--- config.mk ---
export PLATFORM = sky130hd
export DESIGN_NAME = brainhack_core
export DESIGN_NICKNAME = d
export VERILOG_FILES = /design/src/rtl/brainhack_pkg.sv /design/src/rtl/inc_dec.sv /design/src/rtl/brainhack_core.sv
export SDC_FILE = /design/constraint.sdc
export NUM_CORES = 1
export LEC_CHECK = 0
export CAP_MARGIN = 30
export CORE_MARGIN = 10
export CORE_UTILIZATION = 36
export DETAILED_ROUTE_END_ITERATION = 7
export PLACE_DENSITY = 0.72
export SLEW_MARGIN = 20
export SYNTH_ARGS = -nofsm -noshare
export SYNTH_HDL_FRONTEND = slang
export SYNTH_HIERARCHICAL = 1
export SYNTH_SLANG_ARGS = --single-unit
--- constraint.sdc ---
create_clock -name i_clock -period 7 [get_ports i_clock]
set_input_delay 1.75 -clock i_clock [delete_from_list [all_inputs] [get_ports i_clock]]
set_output_delay 1.75 -clock i_clock [all_outputs]
set_load 0.02 [all_outputs]
--- src/rtl/brainhack_pkg.sv ---
// Shared opcode encodings, FSM state set and instruction width for brainhack_core.
package brainhack_pkg;

   localparam int unsigned INSN_W = 3;

   localparam logic [INSN_W-1:0] OP_OUT   = 3'b000;
   localparam logic [INSN_W-1:0] OP_IN    = 3'b001;
   localparam logic [INSN_W-1:0] OP_INC   = 3'b010;
   localparam logic [INSN_W-1:0] OP_DEC   = 3'b011;
   localparam logic [INSN_W-1:0] OP_RIGHT = 3'b100;
   localparam logic [INSN_W-1:0] OP_LEFT  = 3'b101;
   localparam logic [INSN_W-1:0] OP_OPEN  = 3'b110;
   localparam logic [INSN_W-1:0] OP_CLOSE = 3'b111;

   typedef enum logic [2:0] {
      ST_IDLE,
      ST_FETCH,
      ST_EXEC,
      ST_OUT,
      ST_IN,
      ST_SKIP,
      ST_DONE,
      ST_ERROR
   } state_t;

endpackage

--- src/rtl/inc_dec.sv ---
// Modulo-2^W increment/decrement used for tape pointer, cell value and stack pointer.
module inc_dec #(
   parameter int unsigned W = 8
) (
   input  logic [W-1:0] value,
   input  logic         dec,
   output logic [W-1:0] result
);

   // wrap-around step in either direction
   assign result = dec ? (value - W'(1)) : (value + W'(1));

endmodule

--- src/rtl/brainhack_core.sv ---
// Multi-cycle Brainfuck processor with external program memory, tape and bracket stack.
// Optional BRAINHACK_IO_EN enables the '.'/',' stream handshakes; otherwise they are NOPs.
module brainhack_core
   import brainhack_pkg::*;
#(
   parameter int unsigned TAPE_DW  = 8,
   parameter int unsigned TAPE_AW  = 8,
   parameter int unsigned PRG_AW   = 8,
   parameter int unsigned STACK_AW = 4
) (
   input  logic                i_clock,
   input  logic                i_reset_n,
   input  logic                i_start,
   input  logic [PRG_AW-1:0]   i_prg_len,
   output logic                o_busy,
   output logic                o_done,
   output logic                o_error,
   output logic [PRG_AW-1:0]   o_prgmem_addr,
   input  logic [INSN_W-1:0]   i_prgmem_data,
   output logic [TAPE_AW-1:0]  o_tape_addr,
   output logic                o_tape_we,
   output logic [TAPE_DW-1:0]  o_tape_data,
   input  logic [TAPE_DW-1:0]  i_tape_data,
   output logic [STACK_AW-1:0] o_stack_addr,
   output logic                o_stack_we,
   output logic [PRG_AW-1:0]   o_stack_data,
   input  logic [PRG_AW-1:0]   i_stack_data,
   output logic                o_out_valid,
   output logic [TAPE_DW-1:0]  o_out_data,
   input  logic                i_out_ready,
   output logic                o_in_ready,
   input  logic                i_in_valid,
   input  logic [TAPE_DW-1:0]  i_in_data
);

   state_t               state, state_d;
   logic [PRG_AW-1:0]    pc, pc_d, pc_inc;
   logic [PRG_AW-1:0]    depth, depth_d;
   logic [TAPE_AW-1:0]   ptr, ptr_d, ptr_step;
   logic [STACK_AW-1:0]  sp, sp_d, sp_step;
   logic [INSN_W-1:0]    ir, ir_d;
   logic [TAPE_DW-1:0]   cell_step;
   logic                 cell_zero, stack_full, stack_empty;
`ifdef BRAINHACK_IO_EN
   logic [TAPE_DW-1:0]   out_data, out_data_d;
`endif

   assign pc_inc      = pc + PRG_AW'(1);
   assign cell_zero   = (i_tape_data == '0);
   assign stack_full  = (sp == {STACK_AW{1'b1}});
   assign stack_empty = (sp == '0);

   inc_dec #(.W(TAPE_AW))  u_ptr  (.value(ptr),         .dec(ir == OP_LEFT),  .result(ptr_step));
   inc_dec #(.W(TAPE_DW))  u_cell (.value(i_tape_data), .dec(ir == OP_DEC),   .result(cell_step));
   inc_dec #(.W(STACK_AW)) u_sp   (.value(sp),          .dec(ir == OP_CLOSE), .result(sp_step));

   // state and architectural registers
   always_ff @(posedge i_clock or negedge i_reset_n) begin
      if (!i_reset_n) begin
         state    <= ST_IDLE;
         pc       <= '0;
         depth    <= '0;
         ptr      <= '0;
         sp       <= '0;
         ir       <= '0;
`ifdef BRAINHACK_IO_EN
         out_data <= '0;
`endif
      end else begin
         state    <= state_d;
         pc       <= pc_d;
         depth    <= depth_d;
         ptr      <= ptr_d;
         sp       <= sp_d;
         ir       <= ir_d;
`ifdef BRAINHACK_IO_EN
         out_data <= out_data_d;
`endif
      end
   end

   // next-state, register updates and combinational memory write strobes
   always_comb begin
      state_d      = state;
      pc_d         = pc;
      depth_d      = depth;
      ptr_d        = ptr;
      sp_d         = sp;
      ir_d         = ir;
      o_tape_we    = 1'b0;
      o_tape_data  = '0;
      o_stack_we   = 1'b0;
      o_stack_data = '0;
      o_stack_addr = sp;
`ifdef BRAINHACK_IO_EN
      out_data_d   = out_data;
`endif
      case (state)
         ST_IDLE, ST_DONE, ST_ERROR: begin
            if (i_start) begin
               pc_d    = '0;
               ptr_d   = '0;
               sp_d    = '0;
               state_d = ST_FETCH;
            end
         end
         ST_FETCH: begin
            if (pc == i_prg_len) begin
               state_d = ST_DONE;
            end else begin
               ir_d    = i_prgmem_data;
               state_d = ST_EXEC;
            end
         end
         ST_EXEC: begin
            state_d = ST_FETCH;
            pc_d    = pc_inc;
            case (ir)
               OP_INC, OP_DEC: begin
                  o_tape_we   = 1'b1;
                  o_tape_data = cell_step;
               end
               OP_RIGHT, OP_LEFT: ptr_d = ptr_step;
               OP_OPEN: begin
                  if (cell_zero) begin
                     depth_d = PRG_AW'(1);
                     state_d = ST_SKIP;
                  end else if (stack_full) begin
                     pc_d    = pc;
                     state_d = ST_ERROR;
                  end else begin
                     o_stack_we   = 1'b1;
                     o_stack_data = pc_inc;
                     sp_d         = sp_step;
                  end
               end
               OP_CLOSE: begin
                  o_stack_addr = sp_step;
                  if (stack_empty) begin
                     pc_d    = pc;
                     state_d = ST_ERROR;
                  end else if (!cell_zero) begin
                     pc_d = i_stack_data;
                  end else begin
                     sp_d = sp_step;
                  end
               end
`ifdef BRAINHACK_IO_EN
               OP_OUT: begin
                  out_data_d = i_tape_data;
                  pc_d       = pc;
                  state_d    = ST_OUT;
               end
               OP_IN: begin
                  pc_d    = pc;
                  state_d = ST_IN;
               end
`endif
               default: ;
            endcase
         end
`ifdef BRAINHACK_IO_EN
         ST_OUT: begin
            if (i_out_ready) begin
               pc_d    = pc_inc;
               state_d = ST_FETCH;
            end
         end
         ST_IN: begin
            if (i_in_valid) begin
               o_tape_we   = 1'b1;
               o_tape_data = i_in_data;
               pc_d        = pc_inc;
               state_d     = ST_FETCH;
            end
         end
`endif
         ST_SKIP: begin
            if (pc == i_prg_len) begin
               state_d = ST_ERROR;
            end else begin
               pc_d = pc_inc;
               if (i_prgmem_data == OP_OPEN) begin
                  depth_d = depth + PRG_AW'(1);
               end else if (i_prgmem_data == OP_CLOSE) begin
                  depth_d = depth - PRG_AW'(1);
                  if (depth == PRG_AW'(1)) state_d = ST_FETCH;
               end
            end
         end
         default: state_d = ST_IDLE;
      endcase
   end

   assign o_busy        = state inside {ST_FETCH, ST_EXEC, ST_OUT, ST_IN, ST_SKIP};
   assign o_done        = (state == ST_DONE);
   assign o_error       = (state == ST_ERROR);
   assign o_prgmem_addr = pc;
   assign o_tape_addr   = ptr;

`ifdef BRAINHACK_IO_EN
   assign o_out_valid = (state == ST_OUT);
   assign o_out_data  = out_data;
   assign o_in_ready  = (state == ST_IN);
`else
   logic unused_io;
   assign unused_io   = ^{i_out_ready, i_in_valid, i_in_data};
   assign o_out_valid = 1'b0;
   assign o_out_data  = '0;
   assign o_in_ready  = 1'b0;
`endif

endmodule

==> results of run 1 <==
[flip-flops by register name, indices dropped and copies added (netlist names)]
signal / flops
depth: 8
sp: 4
o_prgmem_addr: 8
o_tape_addr: 8
ir: 3
state: 3
[per-layer routing]
layer / track usage / vias to the layer above
li1: - / 1505
met1: 0.1577 / 1483
met2: 0.2212 / 85
met3: 0.02894 / 10
met4: 0.04899 / 0
met5: 0 / -
[worst max path at each step]
| stage | to | slack [ns] | from | cells after the start |
|---|---|---|---|---|
| after floorplan | o_tape_data[6] | 2.10 | i_tape_data[2] | 6 |
| after global placement | o_tape_data[6] | 0.99 | i_tape_data[2] | 8 |
| after global routing | o_tape_data[7] | 0.83 | i_tape_data[1] | 8 |
| final | o_tape_data[6] | 0.95 | i_tape_data[2] | 8 |
| after detailed placement | o_tape_data[6] | 0.97 | i_tape_data[2] | 8 |
| after CTS | o_tape_data[6] | 0.95 | i_tape_data[2] | 8 |
[cell type report]
type,instances,area [sq um],area share
clock buffer,6,82.58,0.02018
tap,108,135.1,0.03303
timing repair buffer,71,708.2,0.1731
multi-input combinational,299,2183,0.5336
sequential,34,850.8,0.2080
inverter,35,131.4,0.03211
[placed cells by master (no fill, tap or decap), types with 3 or more instances in the layout]
master	instances
sky130_fd_sc_hd__and2_1	10
sky130_fd_sc_hd__a21o_1	3
sky130_fd_sc_hd__nor3_1	9
sky130_fd_sc_hd__nand4_1	7
sky130_fd_sc_hd__and3b_1	4
sky130_fd_sc_hd__o21ai_0	22
sky130_fd_sc_hd__or4_1	5
sky130_fd_sc_hd__o211ai_1	4
sky130_fd_sc_hd__nand2_1	17
sky130_fd_sc_hd__conb_1	10
sky130_fd_sc_hd__xor2_1	13
sky130_fd_sc_hd__o21bai_1	3
sky130_fd_sc_hd__mux2_2	7
sky130_fd_sc_hd__a22o_1	10
sky130_fd_sc_hd__a21oi_1	24
sky130_fd_sc_hd__inv_1	35
sky130_fd_sc_hd__o31a_1	3
sky130_fd_sc_hd__o2111ai_1	4
sky130_fd_sc_hd__a41oi_1	3
sky130_fd_sc_hd__o21a_1	4
sky130_fd_sc_hd__nand3_1	22
sky130_fd_sc_hd__and3_1	4
sky130_fd_sc_hd__xnor2_1	11
sky130_fd_sc_hd__or3_1	5
sky130_fd_sc_hd__clkdlybuf4s50_1	70
sky130_fd_sc_hd__ha_1	18
sky130_fd_sc_hd__nor2_1	22
sky130_fd_sc_hd__fa_1	3
sky130_fd_sc_hd__clkbuf_8	6
sky130_fd_sc_hd__mux2_4	5
sky130_fd_sc_hd__dfrtp_1	34
sky130_fd_sc_hd__a211oi_1	6
[power breakdown]
group / internal [mW] / switching (mW) / leakage [nW]
combinational: 0.350 / 0.429 / 1.25
sequential: 0.251 / 0.0995 / 0.443
clock: 0.0758 / 0.0678 / 0.0431
total: 0.677 / 0.596 / 1.73
[stage by stage]
step / util / setup slack (ns) / total power, mW / hold slack, ns
after floorplan: - / 2.103 / 0.9060 / 0.5125
after global placement: 0.4547 / 0.9861 / 1.096 / 0.5380
after detailed placement: 0.4552 / 0.9664 / 1.127 / 0.5413
after CTS: 0.4646 / 0.9508 / 1.278 / 0.5544
after global routing: 0.4646 / 0.8288 / 1.379 / 0.5865
final: 0.4646 / 0.9508 / 1.273 / 0.5534
[kinds of logic (layout without fill, tap and decap cells)]
group,after synthesis,count (layout),share of synthesized area
simple gates,125,125,0.2311
compound gates,106,106,0.2204
buf+inv,60,112,0.08696
flops,34,34,0.2593
xor+xnor,24,24,0.06407
fa+ha+maj,21,21,0.08696
mux,13,13,0.04996
other cells,1,10,0.001143
[worst reg2reg max path, delay by kind of cell, from the launching register on]
kind | cells | cell delay (ns)
AND/OR/NAND/NOR | 5 | 1.32
buffers and inverters | 1 | 0.16
adder cells (fa/ha/maj) | 1 | 0.40
AO/OA/AOI/OAI | 2 | 0.37
flip-flops | 1 | 0.46
==> impl_results.md, run 1 <==
* First-pass detailed-route iteration total at 4
* Average cell area after synthesis at roughly 8.5 sq um
* Data required time at the worst endpoint at approximately 5.3 ns
* Dominant cell type by area after synthesis: sky130_fd_sc_hd__dfrtp_1
* Critical Path End Type: output port
* Crit-path max cell delay at 0.61 ns
* Highest clock frequency the design can meet at 165.3 MHz
* Sum Neg Setup Slack at 0 ns
* Worst IR drop on VDD at between 0.1 and 0.15 mV
* Layout Area Growth over Synthesis at 24.71%
* Post-synth top area share at 0.2593
* Clk pin slew, worst setup/hold paths at roughly 0.06 ns
* Number of buffers added on ports at 70
* Routed vias at roughly 3,000
* Clock Latency Late Sink at about 0.28 ns
* Seq cells post-synth at 34
* Cells on Worst Hold Path at 2
* Unrepaired setup endpoints after global routing: false
* Metal3 WL at approximately 590 microns
* Sequential cell area fraction in the yosys report at 0.2593
* Cell occurring most often along the worst timing path: sky130_fd_sc_hd__clkdlybuf4s50_1
* Count of mapped cells out of synthesis at between 300 and 400
* Static leakage at 1.734 nW
* Combined area of all synthesized cells at around 3300 sq um
* Synth async-reset ratio at 1.000
* Final critical-path required period at a little over 6 ns
* HP Start: depth[7]
* Rel. slew slack at 0.3996
* I/O pin count at approximately 90
* Placeable core region at 8806 sq um
* Area after DPL at between 4000 and 5000 sq um
* Maximum fanout along the worst path at 4
* Number of buffers inserted by post-CTS setup repair at 0
* Antenna cells at 0
* Number of DRC violations after detailed routing at 0
* Routed len/inst at around 16 microns
* Final count of hold timing violations at 0
* CTS HTree Levels at 2
* Filler-free cell count of the finished design at roughly 550
* Result of the run: finished, final reports clean
* Global routing usage summed across all routing layers at 0.1303
* Number of buffers between clock root and the deepest sink at 2
* TritonCTS clock tree: yes
* CP max stage cell: sky130_fd_sc_hd__clkdlybuf4s50_1
* Final weighted congestion in routability-driven placement at about 0.85
* Starting density of the core at 0.3725
* Least-Margin Pin Slew at approximately 0.9 ns
* Endpoint of the worst hold-timing path: depth[7]
* M1 wire length at between 3 and 4 mm
* Detailed-placement wirelength estimate at around 7.0 mm
* Top metal layer carrying routed signals: met4
* Vias in the first global route at around 3,000
* Pin count of the biggest net entering global routing at 35
* Number of enable flip-flop cells after synthesis at 0
* Cts bufs inserted at 5
* Leading cell types by total area after synthesis: sky130_fd_sc_hd__dfrtp_1, sky130_fd_sc_hd__ha_1, sky130_fd_sc_hd__inv_1, sky130_fd_sc_hd__a21oi_1, sky130_fd_sc_hd__xor2_1
* Final net count at a little over 500
* Fraction of layout cells with a size suffix above 1 at 0.08090
* Residual antenna-violating net count after detailed routing at 0
* Most common library cells after synthesis: sky130_fd_sc_hd__inv_1, sky130_fd_sc_hd__dfrtp_1, sky130_fd_sc_hd__a21oi_1
* Cell Pwr Density at 311.1 nW/um^2
* Cell family with the largest share of critical-path delay: buffers and inverters
* Kind of launch point of the worst setup path: input port
* Count of max-cap constraint violations at 0
* TritonCTS sink count at 34
* Final non-filler cell area at approximately 4100 sq um
* Post-detailed-route via-to-cell ratio at ~5.6
* Portion of the clock cycle consumed by the worst path in the final layout at 0.8642
* Leading cell type by number of instances after synthesis: sky130_fd_sc_hd__inv_1
* Die height at 115.5 microns
* Max Clock Skew at around 0.0062 ns
* Crit Path Class: input port to output port
* Crit path buffers/inverters at 2
* Area of the die at 13,330 sq um
* Total of warnings raised by yosys at 6
* Flop-to-flop setup slack at between 4 and 5 ns
* Root buffer cell: sky130_fd_sc_hd__clkbuf_8
* FF-to-FF path depth at 9
* Post-cts repair resize count at 0
* Most used flip-flop cell after synthesis: sky130_fd_sc_hd__dfrtp_1
* Worst R2R Start: ir[0]
* Count of different cell masters after synthesis at 64
* Total of endpoints with negative setup slack in the final report at 0
* WL met2 at 4.304 mm
* Final Max Slew Viols at 0
* Total placed cells including tap cells at 547
* Global-route wire length before repair at 14.52 mm
* Cells traversed along the worst timing path: clkdlybuf4s50_1 > ha_1 > nor2b_4 > o31a_1 > or4_1 > nand3_1 > and2_1 > clkdlybuf4s50_1
* Number of antenna violations at the first check in global routing at 0
* Signal arrival time at the worst endpoint at roughly 4.3 ns
* Global route overflow at 0
* Crit Reg-Reg Endpoint: o_tape_addr[6]
* Wirelength, routed at between 8 and 9 mm
* CTS hold repair buffers at 0
* Fillcell total at roughly 850
* DRC violation total after the first TritonRoute iteration at ~240
* X dimension of the die at between 100 and 150 microns
* Standard-cell rows at 34
* Kind of path behind the tightest hold check: flip-flop to flip-flop
Power figures use the tool's default switching activity.
==> run 2, diff against run 1 <==
GPL_TIMING_DRIVEN = 0   (was not set)
==> run 2 against run 1 <==
  * Combinational power grew 8.3%
  * Power grew 3.1%
  * Routed wire length is essentially flat
  * Worst hold slack lost 0.0028 ns
  * Register-to-register slack lost 0.05 ns
  * Critical endpoint unchanged
  * Largest cell class unchanged
==> impl_results.md, run 2 (synthesis gave the netlist of run 1 again) <==
* Maximum fanout along the worst path at 4
* Highest clock frequency the design can meet at ~170 MHz
* Kind of path behind the tightest hold check: flip-flop to flip-flop
* Cell family with the largest share of critical-path delay: buffers and inverters
* Number of buffers between clock root and the deepest sink at 2
* Final net count at between 500 and 600
* Starting density of the core at 0.3725
* Portion of the clock cycle consumed by the worst path in the final layout at 0.8620
* Area taken by flip-flops and latches at ~850 sq um
* Crit Path Class: input port to output port
* Number of buffers inserted by post-CTS setup repair at 0
* Flop-to-flop setup slack at a little over 4 ns
* Kind of launch point of the worst setup path: input port
* Least-Margin Pin Slew at ~0.80 ns
* I/O pin count at between 90 and 100
* Unrepaired setup endpoints after global routing: false
* Fillcell total at 845
* Final Max Slew Viols at 0
* Die height at 115.5 microns
* Final weighted congestion in routability-driven placement at roughly 0.85
* Routed vias at roughly 3,100
* Residual antenna-violating net count after detailed routing at 0
* Number of DRC violations after detailed routing at 0
* Most common library cell in the layout ignoring fill and taps: sky130_fd_sc_hd__clkdlybuf4s50_1
* Vias in the first global route at between 3,000 and 4,000
* Placeable core region at 8806 sq um
* Result of the run: finished, final reports clean
* CP max stage cell: sky130_fd_sc_hd__clkdlybuf4s50_1
* Cell Pwr Density at about 310 nW/um^2
* First-pass detailed-route iteration total at 5
* Count of max-cap constraint violations at 0
* Most frequent cells in the layout: sky130_fd_sc_hd__clkdlybuf4s50_1, sky130_fd_sc_hd__inv_1, sky130_fd_sc_hd__dfrtp_1, sky130_fd_sc_hd__a21oi_1
* Area taken by multi-input logic gates at approximately 2200 sq um
* Crit path buffers/inverters at 2
* Data required time at the worst endpoint at ~5.3 ns
* DRC violation total after the first TritonRoute iteration at 180
* Cells traversed along the worst timing path: clkdlybuf4s50_1 > ha_1 > nor2b_4 > o31a_1 > or4_1 > nand3_1 > and2_1 > clkdlybuf4s50_1
* Antenna cells at 0
* TritonCTS sink count at 34
* Cell occurring most often along the worst timing path: sky130_fd_sc_hd__clkdlybuf4s50_1
* Max Clock Skew at slightly above 0.01 ns
* Sum Neg Setup Slack at 0 ns
* Area of the die at between 10,000 and 15,000 sq um
* Global route overflow at 0
* Critical Path End Type: output port
* Detailed-placement wirelength estimate at about 7.3 mm
* Worst IR drop on VDD at ~0.12 mV
* Number of buffers added on ports at 70
* Final critical-path required period at 6.034 ns
* Signal arrival time at the worst endpoint at about 4.3 ns
* CTS HTree Levels at 2
* Cts bufs inserted at 5
* Layout Area Growth over Synthesis at 30.13%
* Fraction of layout cells with a size suffix above 1 at 0.1186
* X dimension of the die at 115.5 microns
* Post-detailed-route via-to-cell ratio at between 5 and 6
* Clk pin slew, worst setup/hold paths at about 0.070 ns
* Global routing usage summed across all routing layers at 0.1329
* Final count of hold timing violations at 0
* Pin count of the biggest net entering global routing at 19
* Static leakage at about 1.9 nW
* Rel. slew slack at 0.4627
* Utilization of the core after routing at 0.4848
* Crit-path max cell delay at approximately 0.61 ns
* Standard-cell rows at 34
* CTS hold repair buffers at 0
* Global-route wire length before repair at roughly 15 mm
* TritonCTS clock tree: yes
* Post-cts repair resize count at 0
* Wirelength, routed at 8.889 mm
* Root buffer cell: sky130_fd_sc_hd__clkbuf_8
* Number of antenna violations at the first check in global routing at 0
* Routed len/inst at between 15 and 20 microns
* Clock Latency Late Sink at 0.29 ns
* Total of endpoints with negative setup slack in the final report at 0
-- run 2: cell count changes in the layout (fill, tap and decap cells not counted) --
cell	change
sky130_fd_sc_hd__buf_4	+9
sky130_fd_sc_hd__clkbuf_1	+8
sky130_fd_sc_hd__buf_2	+5
sky130_fd_sc_hd__buf_6	+2
sky130_fd_sc_hd__clkbuf_2	+2
sky130_fd_sc_hd__buf_16	+1
sky130_fd_sc_hd__clkdlybuf4s50_1	-1
sky130_fd_sc_hd__clkinv_2	+1
-- run 2: where the power goes --
part           switching [mW]  internal (mW)  total (mW)
logic                   0.470          0.374       0.844
registers              0.0667          0.251       0.317
clock network          0.0716         0.0794       0.151
total                   0.608          0.704        1.31
-- run 2: worst register-to-register path, cell delays in order (launching register included) --
cell	delay (ns)
sky130_fd_sc_hd__dfrtp_1	0.33
sky130_fd_sc_hd__clkbuf_1	0.28
sky130_fd_sc_hd__nor3b_2	0.66
sky130_fd_sc_hd__ha_1	0.41
sky130_fd_sc_hd__nor2b_4	0.15
sky130_fd_sc_hd__o31a_1	0.28
sky130_fd_sc_hd__or4_1	0.42
sky130_fd_sc_hd__nand3_1	0.10
sky130_fd_sc_hd__nand3_1	0.06
sky130_fd_sc_hd__o21ai_0	0.10
-- run 2: layer usage --
| metal | vias up | global-route usage | share of wire |
|---|---|---|---|
| met5 | - | 0 | 0 |
| met4 | 0 | 0.03463 | 0.0085 |
| met3 | 6 | 0.03514 | 0.068 |
| met2 | 79 | 0.2315 | 0.49 |
| met1 | 1488 | 0.1585 | 0.43 |
| li1 | 1554 | - | - |
-- run 2: area by class of cell --
type / instances / share of cell area
clock inverter: 1 / 0.001172
clock buffer: 7 / 0.02022
sequential: 34 / 0.1993
buffer: 25 / 0.03605
inverter: 35 / 0.03077
timing repair buffer: 71 / 0.1694
multi-input combinational: 299 / 0.5114
tap: 108 / 0.03165
-- run 2: final timing paths --
path,end,depth (start not counted),from
max in group asynchronous,depth[0],2,i_reset_n
hold reg to reg,depth[7],2,depth[7]
setup reg to reg,o_tape_addr[6],9,ir[2]
hold / removal,depth[7],2,depth[7]
min in group asynchronous,state[1],1,i_reset_n
setup / recovery,o_tape_data[6],8,i_tape_data[2]
-- run 2: metrics by stage --
stage               std cells  setup WS (ns)  instance area [sq um]  hold slack, ns  power, mW
floorplan                 393          2.103                   3314          0.5125     0.9060
global placement          571         0.9893                   4150          0.5354      1.128
detailed placement        572         0.9713                   4178          0.5479      1.160
CTS                       580         0.9696                   4269          0.5570      1.316
global route              580         0.8818                   4269          0.6021      1.429
finish                    580         0.9660                   4269          0.5507      1.312
